**config.mk**
```make
export PLATFORM = sky130hd
export DESIGN_NAME = absorb_ctrl_flat
export DESIGN_NICKNAME = d
export VERILOG_FILES = /design/src/rtl/shake_pkg.sv /design/src/rtl/absorb_ctrl_if.sv /design/src/rtl/shake_pad_lane.sv /design/src/rtl/absorb_ctrl.sv /design/src/flat_wrapper.sv
export SDC_FILE = /design/constraint.sdc
export NUM_CORES = 1
export LEC_CHECK = 0
export BUFFER_PORTS_ARGS = -buffer_cell sky130_fd_sc_hd__buf_4
export CORE_UTILIZATION = 35
export CTS_BUF_LIST = sky130_fd_sc_hd__clkbuf_4 sky130_fd_sc_hd__clkbuf_8
export CTS_CLUSTER_DIAMETER = 100
export DETAILED_ROUTE_END_ITERATION = 7
export GPL_ROUTABILITY_DRIVEN = 0
export PLACE_DENSITY = 0.65
export REMOVE_ABC_BUFFERS = 1
export SLEW_MARGIN = 20
export SYNTH_ARGS = -nofsm -noshare
export SYNTH_HDL_FRONTEND = slang
export SYNTH_HIERARCHICAL = 1
export SYNTH_SLANG_ARGS = --single-unit
```
**constraint.sdc**
```tcl
create_clock -name clk -period 7.25 [get_ports clk]
set_clock_uncertainty 0.05 [all_clocks]
set_input_delay 1.45 -clock clk [delete_from_list [all_inputs] [get_ports clk]]
set_output_delay 1.45 -clock clk [all_outputs]
set_load 0.03 [all_outputs]
```
**src/rtl/shake_pkg.sv**
```systemverilog
// Shared types and constants for the SHAKE absorb datapath.
package shake_pkg;

    localparam int LANE_W = 64;

    typedef enum logic {
        SHAKE128 = 1'b0,
        SHAKE256 = 1'b1
    } shake_mode_e;

    // Rate in 64-bit lanes for each variant.
    localparam logic [4:0] RATE128 = 5'd21;
    localparam logic [4:0] RATE256 = 5'd17;

    localparam logic [7:0] PAD_DOMAIN = 8'h1F;
    localparam logic [7:0] PAD_FINAL  = 8'h80;

    typedef enum logic [2:0] {
        IDLE,
        LOAD_LEN,
        ABSORB,
        PERM,
        DONE
    } absorb_state_e;

    // Index of the last lane in a rate block for the given variant.
    function automatic logic [4:0] last_lane_idx(input shake_mode_e m);
        return (m == SHAKE256) ? (RATE256 - 5'd1) : (RATE128 - 5'd1);
    endfunction

endpackage

```
**src/rtl/absorb_ctrl_if.sv**
```systemverilog
// Message input stream: header word followed by 64-bit lanes, valid/ready handshake.
interface absorb_ctrl_if #(
    parameter int W = 64
) ();
    logic [W-1:0] din;
    logic         din_valid;
    logic         din_ready;

    modport master (
        output din,
        output din_valid,
        input  din_ready
    );

    modport slave (
        input  din,
        input  din_valid,
        output din_ready
    );
endinterface

```
**src/rtl/shake_pad_lane.sv**
```systemverilog
// Applies SHAKE padding to a single rate lane (purely combinational).
module shake_pad_lane
    import shake_pkg::*;
#(
    parameter int W = 64
) (
    input  logic [W-1:0] lane_in,
    input  logic [2:0]   rem_bytes,    // byte offset where the message ends in this lane
    input  logic         partial,      // message ends inside this lane
    input  logic         gen,          // message exhausted: lane is generated, not taken from input
    input  logic         pad_done_in,
    input  logic         last_lane,    // lane sits at index rate-1
    output logic [W-1:0] lane_out,
    output logic         pad_done_out,
    output logic         final_out
);

    // Domain byte placement, tail masking and the closing 0x80 on the last rate lane.
    always_comb begin
        lane_out     = lane_in;
        pad_done_out = pad_done_in;
        final_out    = 1'b0;

        if (gen) begin
            lane_out = '0;
            if (!pad_done_in) begin
                lane_out[7:0] = PAD_DOMAIN;
            end
            pad_done_out = 1'b1;
        end else if (partial) begin
            for (int b = 0; b < W / 8; b++) begin
                if (3'(b) >= rem_bytes) begin
                    lane_out[8*b +: 8] = 8'h00;
                end
            end
            lane_out[{rem_bytes, 3'b000} +: 8] = lane_out[{rem_bytes, 3'b000} +: 8] ^ PAD_DOMAIN;
            pad_done_out = 1'b1;
        end

        // A pad placed in this very lane also closes the block.
        if (last_lane && pad_done_out) begin
            lane_out[W-1 -: 8] = lane_out[W-1 -: 8] | PAD_FINAL;
            final_out          = 1'b1;
        end
    end

endmodule

```
**src/rtl/absorb_ctrl.sv**
```systemverilog
// Absorb-phase sequencer for the SHAKE core: length load, lane padding, permutation kicks.
module absorb_ctrl
    import shake_pkg::*;
#(
    parameter int LEN_W = 32,
    parameter int W     = 64
) (
    input  logic             clk,
    input  logic             rst,
    input  logic             start,
    input  logic             mode,
    absorb_ctrl_if.slave     din_if,
    output logic             cnt_load,
    output logic [LEN_W-1:0] cnt_load_val,
    output logic             cnt_en,
    output logic [LEN_W-1:0] cnt_step,
    input  logic [LEN_W-1:0] cnt_value,
    input  logic             cnt_last_word,
    input  logic             cnt_zero,
    output logic [W-1:0]     blk_word,
    output logic             blk_valid,
    output logic [4:0]       blk_idx,
    output logic             perm_start,
    input  logic             perm_done,
    output logic             absorb_done
);

    absorb_state_e state_q, state_d;
    shake_mode_e   mode_q, mode_d;
    logic [4:0]    lane_idx_q, lane_idx_d;
    logic          pad_done_q, pad_done_d;
    logic          final_q, final_d;
    logic [W-1:0]  blk_word_q, blk_word_d;
    logic          blk_valid_q, blk_valid_d;
    logic [4:0]    blk_idx_q, blk_idx_d;
    logic          perm_start_q, perm_start_d;

    logic          din_ready;
    logic          last_lane;
    logic          partial;
    logic [W-1:0]  pad_lane;
    logic          pad_done_new;
    logic          pad_final;

    assign last_lane = (lane_idx_q == last_lane_idx(mode_q));
    // cnt_value == 64 is a full last lane; anything below it ends inside the lane.
    assign partial   = cnt_last_word && (cnt_value != LEN_W'(W));

    shake_pad_lane #(
        .W (W)
    ) u_pad (
        .lane_in      (din_if.din),
        .rem_bytes    (cnt_value[5:3]),
        .partial      (partial),
        .gen          (cnt_zero),
        .pad_done_in  (pad_done_q),
        .last_lane    (last_lane),
        .lane_out     (pad_lane),
        .pad_done_out (pad_done_new),
        .final_out    (pad_final)
    );

    // Next-state and handshake/counter outputs.
    always_comb begin
        state_d      = state_q;
        mode_d       = mode_q;
        lane_idx_d   = lane_idx_q;
        pad_done_d   = pad_done_q;
        final_d      = final_q;
        blk_word_d   = blk_word_q;
        blk_valid_d  = 1'b0;
        blk_idx_d    = blk_idx_q;
        perm_start_d = 1'b0;
        din_ready    = 1'b0;
        cnt_load     = 1'b0;
        cnt_load_val = '0;
        cnt_en       = 1'b0;
        absorb_done  = 1'b0;

        case (state_q)
            IDLE: begin
                if (start) begin
                    mode_d  = shake_mode_e'(mode);
                    state_d = LOAD_LEN;
                end
            end
            LOAD_LEN: begin
                din_ready = 1'b1;
                if (din_if.din_valid) begin
                    cnt_load     = 1'b1;
                    // Lengths are whole bytes; the sub-byte bits are dropped.
                    cnt_load_val = {din_if.din[LEN_W-1:3], 3'b000};
                    lane_idx_d   = '0;
                    blk_idx_d    = '0;
                    pad_done_d   = 1'b0;
                    final_d      = 1'b0;
                    state_d      = ABSORB;
                end
            end
            ABSORB: begin
                din_ready = !cnt_zero;
                if (cnt_zero || din_if.din_valid) begin
                    cnt_en      = !cnt_zero;
                    blk_word_d  = pad_lane;
                    blk_valid_d = 1'b1;
                    blk_idx_d   = lane_idx_q;
                    lane_idx_d  = lane_idx_q + 5'd1;
                    pad_done_d  = pad_done_new;
                    if (last_lane) begin
                        final_d      = pad_final;
                        perm_start_d = 1'b1;
                        state_d      = PERM;
                    end
                end
            end
            PERM: begin
                if (perm_done) begin
                    if (final_q) begin
                        state_d = DONE;
                    end else begin
                        lane_idx_d = '0;
                        blk_idx_d  = '0;
                        state_d    = ABSORB;
                    end
                end
            end
            DONE: begin
                absorb_done = 1'b1;
                state_d     = IDLE;
            end
            default: state_d = IDLE;
        endcase
    end

    // State and lane registers; reset abandons any message in flight.
    always_ff @(posedge clk) begin
        if (rst) begin
            state_q      <= IDLE;
            mode_q       <= SHAKE128;
            lane_idx_q   <= '0;
            pad_done_q   <= 1'b0;
            final_q      <= 1'b0;
            blk_word_q   <= '0;
            blk_valid_q  <= 1'b0;
            blk_idx_q    <= '0;
            perm_start_q <= 1'b0;
        end else begin
            state_q      <= state_d;
            mode_q       <= mode_d;
            lane_idx_q   <= lane_idx_d;
            pad_done_q   <= pad_done_d;
            final_q      <= final_d;
            blk_word_q   <= blk_word_d;
            blk_valid_q  <= blk_valid_d;
            blk_idx_q    <= blk_idx_d;
            perm_start_q <= perm_start_d;
        end
    end

    assign din_if.din_ready = din_ready;
    assign cnt_step         = LEN_W'(W);
    assign blk_word         = blk_word_q;
    assign blk_valid        = blk_valid_q;
    assign blk_idx          = blk_idx_q;
    assign perm_start       = perm_start_q;

endmodule

```
**src/flat_wrapper.sv**
```systemverilog
// flat-port wrapper written by rule: the top's interface ports become plain ports
module absorb_ctrl_flat import shake_pkg::*;
#(
    parameter int LEN_W = 32,
    parameter int W     = 64
)
  (clk, rst, start, mode, cnt_load, cnt_load_val, cnt_en, cnt_step, cnt_value, cnt_last_word, cnt_zero, blk_word, blk_valid, blk_idx, perm_start, perm_done, absorb_done, din_if_din, din_if_din_valid, din_if_din_ready);
  absorb_ctrl_if #(.W(W)) din_if_i ();
  input  logic clk;
  input  logic rst;
  input  logic start;
  input  logic mode;
  output logic cnt_load;
  output logic [LEN_W-1:0] cnt_load_val;
  output logic cnt_en;
  output logic [LEN_W-1:0] cnt_step;
  input  logic [LEN_W-1:0] cnt_value;
  input  logic cnt_last_word;
  input  logic cnt_zero;
  output logic [W-1:0] blk_word;
  output logic blk_valid;
  output logic [4:0] blk_idx;
  output logic perm_start;
  input  logic perm_done;
  output logic absorb_done;
  input wire logic [$bits(din_if_i.din)-1:0] din_if_din;
  input wire logic [$bits(din_if_i.din_valid)-1:0] din_if_din_valid;
  output wire logic [$bits(din_if_i.din_ready)-1:0] din_if_din_ready;
  assign din_if_i.din = din_if_din;
  assign din_if_i.din_valid = din_if_din_valid;
  assign din_if_din_ready = din_if_i.din_ready;
  absorb_ctrl #(.LEN_W(LEN_W), .W(W)) u_core (.clk(clk), .rst(rst), .start(start), .mode(mode), .din_if(din_if_i), .cnt_load(cnt_load), .cnt_load_val(cnt_load_val), .cnt_en(cnt_en), .cnt_step(cnt_step), .cnt_value(cnt_value), .cnt_last_word(cnt_last_word), .cnt_zero(cnt_zero), .blk_word(blk_word), .blk_valid(blk_valid), .blk_idx(blk_idx), .perm_start(perm_start), .perm_done(perm_done), .absorb_done(absorb_done));
endmodule
```
==> out/qor.yml, run 1 <==
logic_synthesis:
  synth_top_area_frac: 0.355
  synth_mux_area_frac: 0.00433
  synthArstFlopShare: 0
  synth_warnings: 6
  yosys.area.top_type: "dfxtp_1"
  ys_top_cells_by_area: "dfxtp_1, nand2_1, a21oi_1"
  synth_compound_area_frac: 0.189
  synth_commonest_cells: "nand2_1, a21oi_1, dfxtp_1, and2_1, buf_4"
  synthAdderAreaFrac: 0.0216
  ys_types: 53
  seq_area_frac_synth: 0.355
  synth_area_per_cell_um2: 7.52
  synthesis.area_um2: 4620
  yosysMostFrequentCell: "nand2_1"
  synth_edf_count: 0
  synth_simple_gate_area_frac: 0.317
  ys.flop_type: "dfxtp_1"
  synth-seq-cells: 82
  synth_top_family_by_area: "simple AND/OR/NAND/NOR gates"
  syn_inst: 615
  synth-xor-area-share: 0.00189
grt:
  grt-ovfl-total: 0
  grt_util_all_layers: 0.195
  grt_pass1_wl_um: 20700
  grt_pass1_vias: 4197
  grt_max_degree: 88
  grt_antenna_before_repair: 0
clock_tree:
  clk_latency_ns: 0.36
  cts_buffers: 9
  clk_pin_slew_worst_paths_ns: 0.08
  clk_path_buf_depth: 2
  cts_tree: "built"
  cts_num_sinks: 82
  cts_resized: 0
  ctsHtreeMaxLevel: 3
  hold_buffers: 0
  root_buffer: "clkbuf_8"
  postCtsSetupBuffers: 0
layout:
  antenna_cells: 0
  fin_nets: 904
  nFillCells: 1258
  area_delta_synth_final_pct: 35.7
  drive_above_1_share: 0.299
  postLayoutCellArea_um2: 6270
power_and_ir_drop:
  total_leakage_power_uw: 0.00280
  peakVddDrop_uv: 101
  p_per_area_nw_per_um2: 161
detailed_routing:
  wire_per_inst_um: 14.0
  vias_per_cell: 4.84
  ant_nets: 0
  vias: 4686
  drtPass1Iterations: 5
  remaining_drc_errors: 0
  routed_wl_um: 13600
  drt_iter0_markers: 268
die:
  start_util: 0.362
  die_h_um: 117
  core_area_um2: 12800
  fp.dieW_um: 117
  num_rows: 41
  die-area_um2: 13700
  io_pins: 243
worst_setup_path:
  critical_path.startpoint_type: "input pin"
  worstPathArrival_ns: 2.79
  worstSetupPathType: "in2out"
  reg2reg_slack_ns: 4.57
  cp_max_fo: 18
  cp-end-kind: "output pin"
  cp.required_ns: 5.75
timing:
  setup_viol: 0
  hold_violations: 0
  fin_crit_sh: 0.591
  timing.slew.headroom: 0.334
  fin_crit_ns: 4.29
  tightest_slew_ns: 0.989
  fin_setup_tns_ns: 0
  rsz0062_at_grt: "false"
  fin_ws_ns: 2.96
  max_freq_mhz: 233
  drv_slew: 0
job:
  maxCapViolations: 0
place:
  place_ws_ns: 2.76
  place_area_um2: 6070
  post-dp-hpwl_um: 9630
  io_buffers: 207
hold_path:
  hold_class: "reg2reg"
run_status:
  status: "complete, no violations"
-- final timing paths --
kind / from / to / depth (start not counted)
max: din_if_din_valid / cnt_load_val[21] / 5
min: u_core/blk_word[29]$_SDFFE_PP0N_ / u_core/blk_word[29]$_SDFFE_PP0N_ / 2
max reg2reg: u_core/state_q[1]$_SDFFE_PP0P_ / u_core/lane_idx_q[4]$_SDFFE_PP0P_ / 4
min reg2reg: u_core/blk_word[29]$_SDFFE_PP0N_ / u_core/blk_word[29]$_SDFFE_PP0N_ / 2
-- cell type report --
type	count	area, µm²	area share
inverter	8	30.0	0.00479
clock inverter	5	55.1	0.00878
multi-input combinational	481	2610	0.417
tap	172	215	0.0343
clock buffer	10	138	0.0219
sequential	82	1640	0.262
timing repair buffer	210	1580	0.252
-- placed cells by master, fill, tap and decap left out, types with 4 or more instances in the layout --
cell and count:
and3_1 11, ha_1 8, buf_4 209, inv_1 7
nor4b_1 4, nor3_1 7, a21oi_1 97, clkbuf_8 10
conb_1 35, o21ai_0 6, o211ai_1 4, nor2_1 12
nand4_1 5, a21o_1 16, nand2b_1 12, nor4_1 7
nand3_1 9, nor3b_1 7, and2_1 49, nand2_1 154
dfxtp_1 82
-- stage by stage --
stage	hold slack [ns]	std cells	total power [µW]	utilization
after floorplan	0.407	571	589	-
after global placement	0.393	952	683	0.475
after detailed placement	0.399	952	687	0.475
after CTS	0.411	967	1020	0.490
after global routing	0.421	968	1060	0.491
final	0.407	968	1010	0.491
-- registers in the layout (all words and copies together) (netlist names) --
register	cells
u_core/blk_valid	1
u_core/final_q	1
u_core/blk_idx	5
u_core/mode_q	1
u_core/state_q	3
u_core/pad_done_q	1
u_core/lane_idx_q	5
u_core/blk_word	64
u_core/perm_start	1
-- worst max-delay path: stages --
cell and delay (ns):
buf_4 0.13, nor3b_4 0.63, buf_6 0.25, and2_1 0.15
buf_4 0.15
-- per-layer routing --
metal	vias up	track usage	wire, µm	part of all wire
li1	2351	-	-	-
met1	2150	0.234	5920	0.44
met2	167	0.346	6740	0.50
met3	18	0.0340	694	0.051
met4	0	0.0734	217	0.016
met5	-	0	0	0
-- kinds of logic (layout without fill, tap and decap cells) --
kind of cell	count (synthesis)	count (layout)
simple gates	291	291
compound gates	144	144
buf+inv	85	233
flops	82	82
fa+ha+maj	8	8
other cells	2	35
mux	2	2
xor+xnor	1	1
-- where the power goes --
part	leakage, µW	switching (µW)	total (µW)	internal, µW
clock	0.0000941	170	336	165
combinational	0.00204	130	215	84.0
sequential	0.000662	6.23	463	457
total	0.00280	307	1010	706
No activity file was read; power rests on OpenSTA's default activity.
==> run 2: changes to the inputs <==
--- a/config.mk
+++ b/config.mk
@@ -11,7 +11,7 @@
 export CTS_CLUSTER_DIAMETER = 100
 export DETAILED_ROUTE_END_ITERATION = 7
 export GPL_ROUTABILITY_DRIVEN = 0
-export PLACE_DENSITY = 0.65
+export PLACE_DENSITY = 0.67
 export REMOVE_ABC_BUFFERS = 1
 export SLEW_MARGIN = 20
 export SYNTH_ARGS = -nofsm -noshare
==> constraint.sdc (replaced) <==
create_clock -name clk -period 3.78 [get_ports clk]
set_clock_uncertainty 0.05 [all_clocks]
set_input_delay 0.756 -clock clk [delete_from_list [all_inputs] [get_ports clk]]
set_output_delay 0.756 -clock clk [all_outputs]
set_load 0.03 [all_outputs]
==> run 2 against run 1 <==
Against the previous run: sequential power grew 92%; via count shrank 2.8%; flip-flop and latch count is the same; highest routed layer unchanged; critical path type is now reg2out; largest power group unchanged; core utilization grew 0.38 points; non-clock buffer count grew 4.
==> out/qor.yml, run 2 (synthesis results as in run 1) <==
power_and_ir_drop:
  p_comb_frac: 0.211
  power.net_switching_uw: 591
  power_frac_seq: 0.450
  peakVddDrop_uv: 180
  total_leakage_power_uw: 0.00283
  internal_power_uw: 1380
  p_clk_frac: 0.339
  p_per_area_nw_per_um2: 312
  sw_frac_of_total: 0.300
detailed_routing:
  drtPass1Iterations: 4
  remaining_drc_errors: 0
  ant_nets: 0
  drt_iter0_markers: 224
  vias_per_cell: 4.69
  wire_per_inst_um: 13.8
  routed_wl_um: 13400
  vias: 4556
worst_setup_path:
  cp.required_ns: 2.97
  cp-endpoint: "cnt_load_val[31]"
  rr_endpoint: "u_core/blk_word[30]$_SDFFE_PP0N_"
  crit_chain: "nand2b_1, nor3b_4, buf_4, and2_1, buf_4"
  crit_start: "u_core/state_q[0]$_SDFFE_PP0P_"
  reg2reg_slack_ns: 1.50
  cp-end-kind: "output pin"
  worstSetupPathType: "reg2out"
  rr_worst_depth: 5
  critical_path.startpoint_type: "register"
  cp_common_cell: "buf_4"
  crit_slowest_cell: "dfxtp_1"
  worstPathArrival_ns: 2.24
  max_stage_delay_ns: 0.57
  reg2reg_from: "u_core/state_q[1]$_SDFFE_PP0P_"
  cp_max_fo: 26
place:
  io_buffers: 207
  place_area_um2: 6120
  post-dp-hpwl_um: 9590
  place_ws_ns: 0.825
clock_tree:
  ctsHtreeMaxLevel: 3
  clk_path_buf_depth: 2
  cts_resized: 0
  clk_latency_ns: 0.37
  postCtsSetupBuffers: 0
  root_buffer: "clkbuf_8"
  cts_num_sinks: 82
  cts_buffers: 9
  clk_pin_slew_worst_paths_ns: 0.08
  cts_tree: "built"
  hold_buffers: 0
timing:
  fin_ws_ns: 0.732
  fin_crit_sh: 0.806
  setup_viol: 0
  timing.slew.headroom: 0.385
  hold_violations: 0
  max_freq_mhz: 328
  tightest_slew_ns: 0.919
  drv_slew: 0
  rsz0062_at_grt: "false"
  fin_crit_ns: 3.05
grt:
  grt_antenna_before_repair: 0
  grt_max_degree: 88
  grt_pass1_vias: 4094
  grt_util_all_layers: 0.197
  grt-ovfl-total: 0
  grt_pass1_wl_um: 20700
layout:
  final_cell_mix: "buf_4, nand2_1, a21oi_1, dfxtp_1, and2_1"
  largest_reg_flops: 64
  area_delta_synth_final_pct: 36.7
  postLayoutCellArea_um2: 6320
  drive_above_1_share: 0.303
  antenna_cells: 0
  layout_commonest_cell: "buf_4"
  fin_nets: 908
die:
  fp.dieW_um: 117
  die_h_um: 117
  io_pins: 243
  start_util: 0.362
  num_rows: 41
  die-area_um2: 13700
  core_area_um2: 12800
run_status:
  status: "complete, no violations"
hold_path:
  hold_class: "reg2reg"
job:
  maxCapViolations: 0
-- run 2: changes by cell type in the layout (fill, tap and decap cells not counted), sizes merged --
cell      change
clkbuf        +1
clkinvlp      -1
buf           +4
-- run 2: cell type report --
type | count | area (µm²)
Tap cell | 172 | 215
Fill cell | 1305 | 6450
Inverter | 8 | 30.0
Clock inverter | 4 | 51.3
Clock buffer | 11 | 151
Multi-Input combinational cell | 481 | 2610
Timing Repair Buffer | 214 | 1620
Sequential cell | 82 | 1640
-- run 2: worst min-delay path by stage --
stage	to	cells after the start	start
3_5_place_dp	u_core/blk_word[57]$_SDFFE_PP0N_	2	u_core/blk_word[57]$_SDFFE_PP0N_
2_1_floorplan	u_core/lane_idx_q[4]$_SDFFE_PP0P_	1	u_core/lane_idx_q[4]$_SDFFE_PP0P_
6_report	u_core/blk_word[27]$_SDFFE_PP0N_	2	u_core/blk_word[27]$_SDFFE_PP0N_
4_1_cts	u_core/blk_word[27]$_SDFFE_PP0N_	2	u_core/blk_word[27]$_SDFFE_PP0N_
5_1_grt	u_core/blk_word[23]$_SDFFE_PP0N_	2	u_core/blk_word[23]$_SDFFE_PP0N_
3_3_place_gp	u_core/blk_word[22]$_SDFFE_PP0N_	2	u_core/blk_word[22]$_SDFFE_PP0N_
-- run 2: power groups by stage --
stage               Clock [µW]  Combinational (µW)  Sequential [µW]
floorplan                    0                 205              925
global placement             0                 416              907
detailed placement           0                 417              908
CTS                        689                 418              887
global route               724                 453              890
finish                     668                 415              887
-- run 2: layer usage --
layer / part of all wire / track usage
met1: 0.44 / 0.244
met5: 0 / 0
met4: 0.0096 / 0.0515
met2: 0.49 / 0.337
met3: 0.063 / 0.0541
-- run 2: worst max-delay path, delay by kind of cell (launching register included) --
family,cells,cell delay [ns]
and+or+nand+nor,3,0.81
buffers and inverters,2,0.48
DFF,1,0.57
-- run 2: stage by stage --
stage	cells	hold WS, ns	setup TNS, ns	total power (µW)	utilization
floorplan	571	0.407	-53.27	1130	-
global placement	957	0.393	0	1320	0.479
detailed placement	957	0.397	0	1320	0.479
CTS	972	0.409	0	1990	0.495
global route	972	0.426	0	2070	0.495
finish	972	0.405	0	1970	0.495
==> run 3: changes to the inputs <==
--- a/config.mk
+++ b/config.mk
@@ -5,13 +5,14 @@
 export SDC_FILE = /design/constraint.sdc
 export NUM_CORES = 1
 export LEC_CHECK = 0
+export ABC_AREA = 1
 export BUFFER_PORTS_ARGS = -buffer_cell sky130_fd_sc_hd__buf_4
 export CORE_UTILIZATION = 35
 export CTS_BUF_LIST = sky130_fd_sc_hd__clkbuf_4 sky130_fd_sc_hd__clkbuf_8
 export CTS_CLUSTER_DIAMETER = 100
 export DETAILED_ROUTE_END_ITERATION = 7
 export GPL_ROUTABILITY_DRIVEN = 0
-export PLACE_DENSITY = 0.67
+export PLACE_DENSITY = 0.65
 export REMOVE_ABC_BUFFERS = 1
 export SLEW_MARGIN = 20
 export SYNTH_ARGS = -nofsm -noshare
==> constraint.sdc (replaced) <==
create_clock -name clk -period 2.6 [get_ports clk]
set_clock_uncertainty 0.05 [all_clocks]
set_input_delay 0.52 -clock clk [delete_from_list [all_inputs] [get_ports clk]]
set_output_delay 0.52 -clock clk [all_outputs]
set_load 0.03 [all_outputs]
==> run 3 against run 2 <==
Against the previous run: final area increased by 15%; total power up 140%; hold slack worse by 0.024 ns; critical endpoint is now din_if_din_ready; highest routed layer unchanged.
==> out/qor.yml, run 3 <==
clock_tree:
  cts_num_sinks: 82
  cts_resized: 0
  clk_pin_slew_worst_paths_ns: 0.09
  clk_path_buf_depth: 2
  clk_latency_ns: 0.38
  cts_buffers: 9
  postCtsSetupBuffers: 0
  hold_buffers: 0
  root_buffer: "clkbuf_8"
  ctsHtreeMaxLevel: 3
  cts_tree: "built"
detailed_routing:
  vias: 6037
  drt_iter0_markers: 417
  routed_wl_um: 17900
  remaining_drc_errors: 0
  vias_per_cell: 4.77
  ant_nets: 0
  wire_per_inst_um: 14.1
  drtPass1Iterations: 5
layout:
  final_cell_mix: "nand2_1, buf_4, nand3_1, nor2_1, a21oi_1"
  largest_reg_flops: 64
  antenna_cells: 0
  drive_above_1_share: 0.273
  final_cells: 1265
  area_delta_synth_final_pct: 32.1
  postLayoutCellArea_um2: 7250
  layout_commonest_cell: "nand2_1"
  fin_nets: 1162
  final_util: 0.475
die:
  die_h_um: 127
  core_area_um2: 15300
  num_rows: 45
  start_util: 0.360
  die-area_um2: 16200
  io_pins: 243
  fp.dieW_um: 127
timing:
  timing.slew.headroom: 0.437
  hold_violations: 0
  fin_crit_sh: 0.921
  drv_slew: 0
  fin_ws_ns: 0.207
  tightest_slew_ns: 0.844
  max_freq_mhz: 418
  setup_viol: 0
  fin_setup_tns_ns: 0
  rsz0062_at_grt: "false"
  fin_crit_ns: 2.39
job:
  maxCapViolations: 0
run_status:
  status: "complete, no violations"
grt:
  grt_busiest_layer: "met2"
  gr-usage-met1: 0.293
  use_met2: 0.372
  grt_antenna_before_repair: 0
  grt_pass1_wl_um: 28400
  grt-ovfl-total: 0
  grt_util_all_layers: 0.222
  grt_max_degree: 70
  grt_pass1_vias: 5461
  grt_util_met3: 0.0507
place:
  place_ws_ns: -0.100
  place_area_um2: 7050
  post-dp-hpwl_um: 12800
  numPlacedInstances: 1250
  io_buffers: 207
power_and_ir_drop:
  p_comb_frac: 0.477
  p_clk_frac: 0.207
  sw_frac_of_total: 0.446
  p_per_area_nw_per_um2: 659
  total_leakage_power_uw: 0.00348
  internal_power_uw: 2650
  peakVddDrop_uv: 316
  power.net_switching_uw: 2130
  power_frac_seq: 0.317
logic_synthesis:
  synthAdderAreaFrac: 0.0182
  ys_top_cells_by_area: "dfxtp_1, nand2_1, nand3_1"
  synthArstFlopShare: 0
  synth_simple_gate_area_frac: 0.418
  ys_types: 38
  ys.flop_type: "dfxtp_1"
  yosys.area.top_type: "dfxtp_1"
  synth_warnings: 6
  synth_area_per_cell_um2: 6.34
  synth_commonest_cells: "nand2_1, nand3_1, nor2_1, a21oi_1, dfxtp_1"
  synth_mux_area_frac: 0
  synth_top_family_by_area: "simple AND/OR/NAND/NOR gates"
  synth_edf_count: 0
  synth-xor-area-share: 0.00159
  synthesis.area_um2: 5490
  synth-seq-cells: 82
  seq_area_frac_synth: 0.299
  syn_inst: 866
  synth_top_area_frac: 0.299
  yosysMostFrequentCell: "nand2_1"
  synth_compound_area_frac: 0.117
worst_setup_path:
  cp_max_fo: 10
  cp-end-kind: "output pin"
  worstPathArrival_ns: 1.82
  reg2reg_from: "u_core/state_q[2]$_SDFFE_PP0P_"
  cp.required_ns: 2.03
  critical_path.startpoint_type: "register"
  crit_start: "u_core/state_q[0]$_SDFFE_PP0P_"
  worstSetupPathType: "reg2out"
hold_path:
  hold_class: "in2reg"
  worstHoldStart: "mode"
## run 3: kinds of logic (layout without fill, tap and decap cells)
group,count (synthesis),count (layout)
other,2,35
adders and majority gates,8,8
and+or+nand+nor,512,512
xor gates and xnor gates,1,1
AOI/OAI and AO/OA,117,117
DFF,82,82
buffers and inverters,144,299
## run 3: metal layers
metal / part of all wire / routed length [µm]
met5: 0 / 0
met4: 0.0063 / 113
met3: 0.067 / 1190
met2: 0.46 / 8300
met1: 0.46 / 8260
## run 3: worst paths after layout
kind                                      endpoint  slack (ns)  depth (start not counted)
setup / recovery                  din_if_din_ready        0.21                          6
setup reg to reg    u_core/state_q[1]$_SDFFE_PP0P_        0.91                          7
hold reg to reg   u_core/blk_word[30]$_SDFFE_PP0N_        0.42                          2
hold / removal          u_core/mode_q$_SDFFE_PP0P_        0.38                          3
## run 3: final cells by class
class,instances,area [µm²]
sequential,82,1640
clock inverter,4,51.3
multi-input combinational,673,3180
inverter,55,209
clock buffer,11,151
tap,211,264
fill,1621,8010
timing repair buffer,229,1760
## run 3: worst max-delay path, stage by stage, from the launching register on
cell	delay, ns
dfxtp_1	0.40
inv_1	0.08
nor3_1	0.30
inv_1	0.11
buf_4	0.20
o21ai_0	0.13
buf_4	0.21
## run 3: power groups by stage
stage | registers (µW) | logic, µW | clock network, µW
2_1_floorplan | 1740 | 1180 | 0
3_5_place_dp | 1540 | 2280 | 0
6_report | 1510 | 2280 | 989
5_1_grt | 1530 | 2490 | 1070
4_1_cts | 1510 | 2290 | 1030
3_3_place_gp | 1540 | 2270 | 0
## run 3: through the flow
stage	hold WS, ns	power (µW)
2_1_floorplan	0.393	2920
3_3_place_gp	0.400	3810
3_5_place_dp	0.405	3820
4_1_cts	0.366	4820
5_1_grt	0.394	5090
6_report	0.381	4780
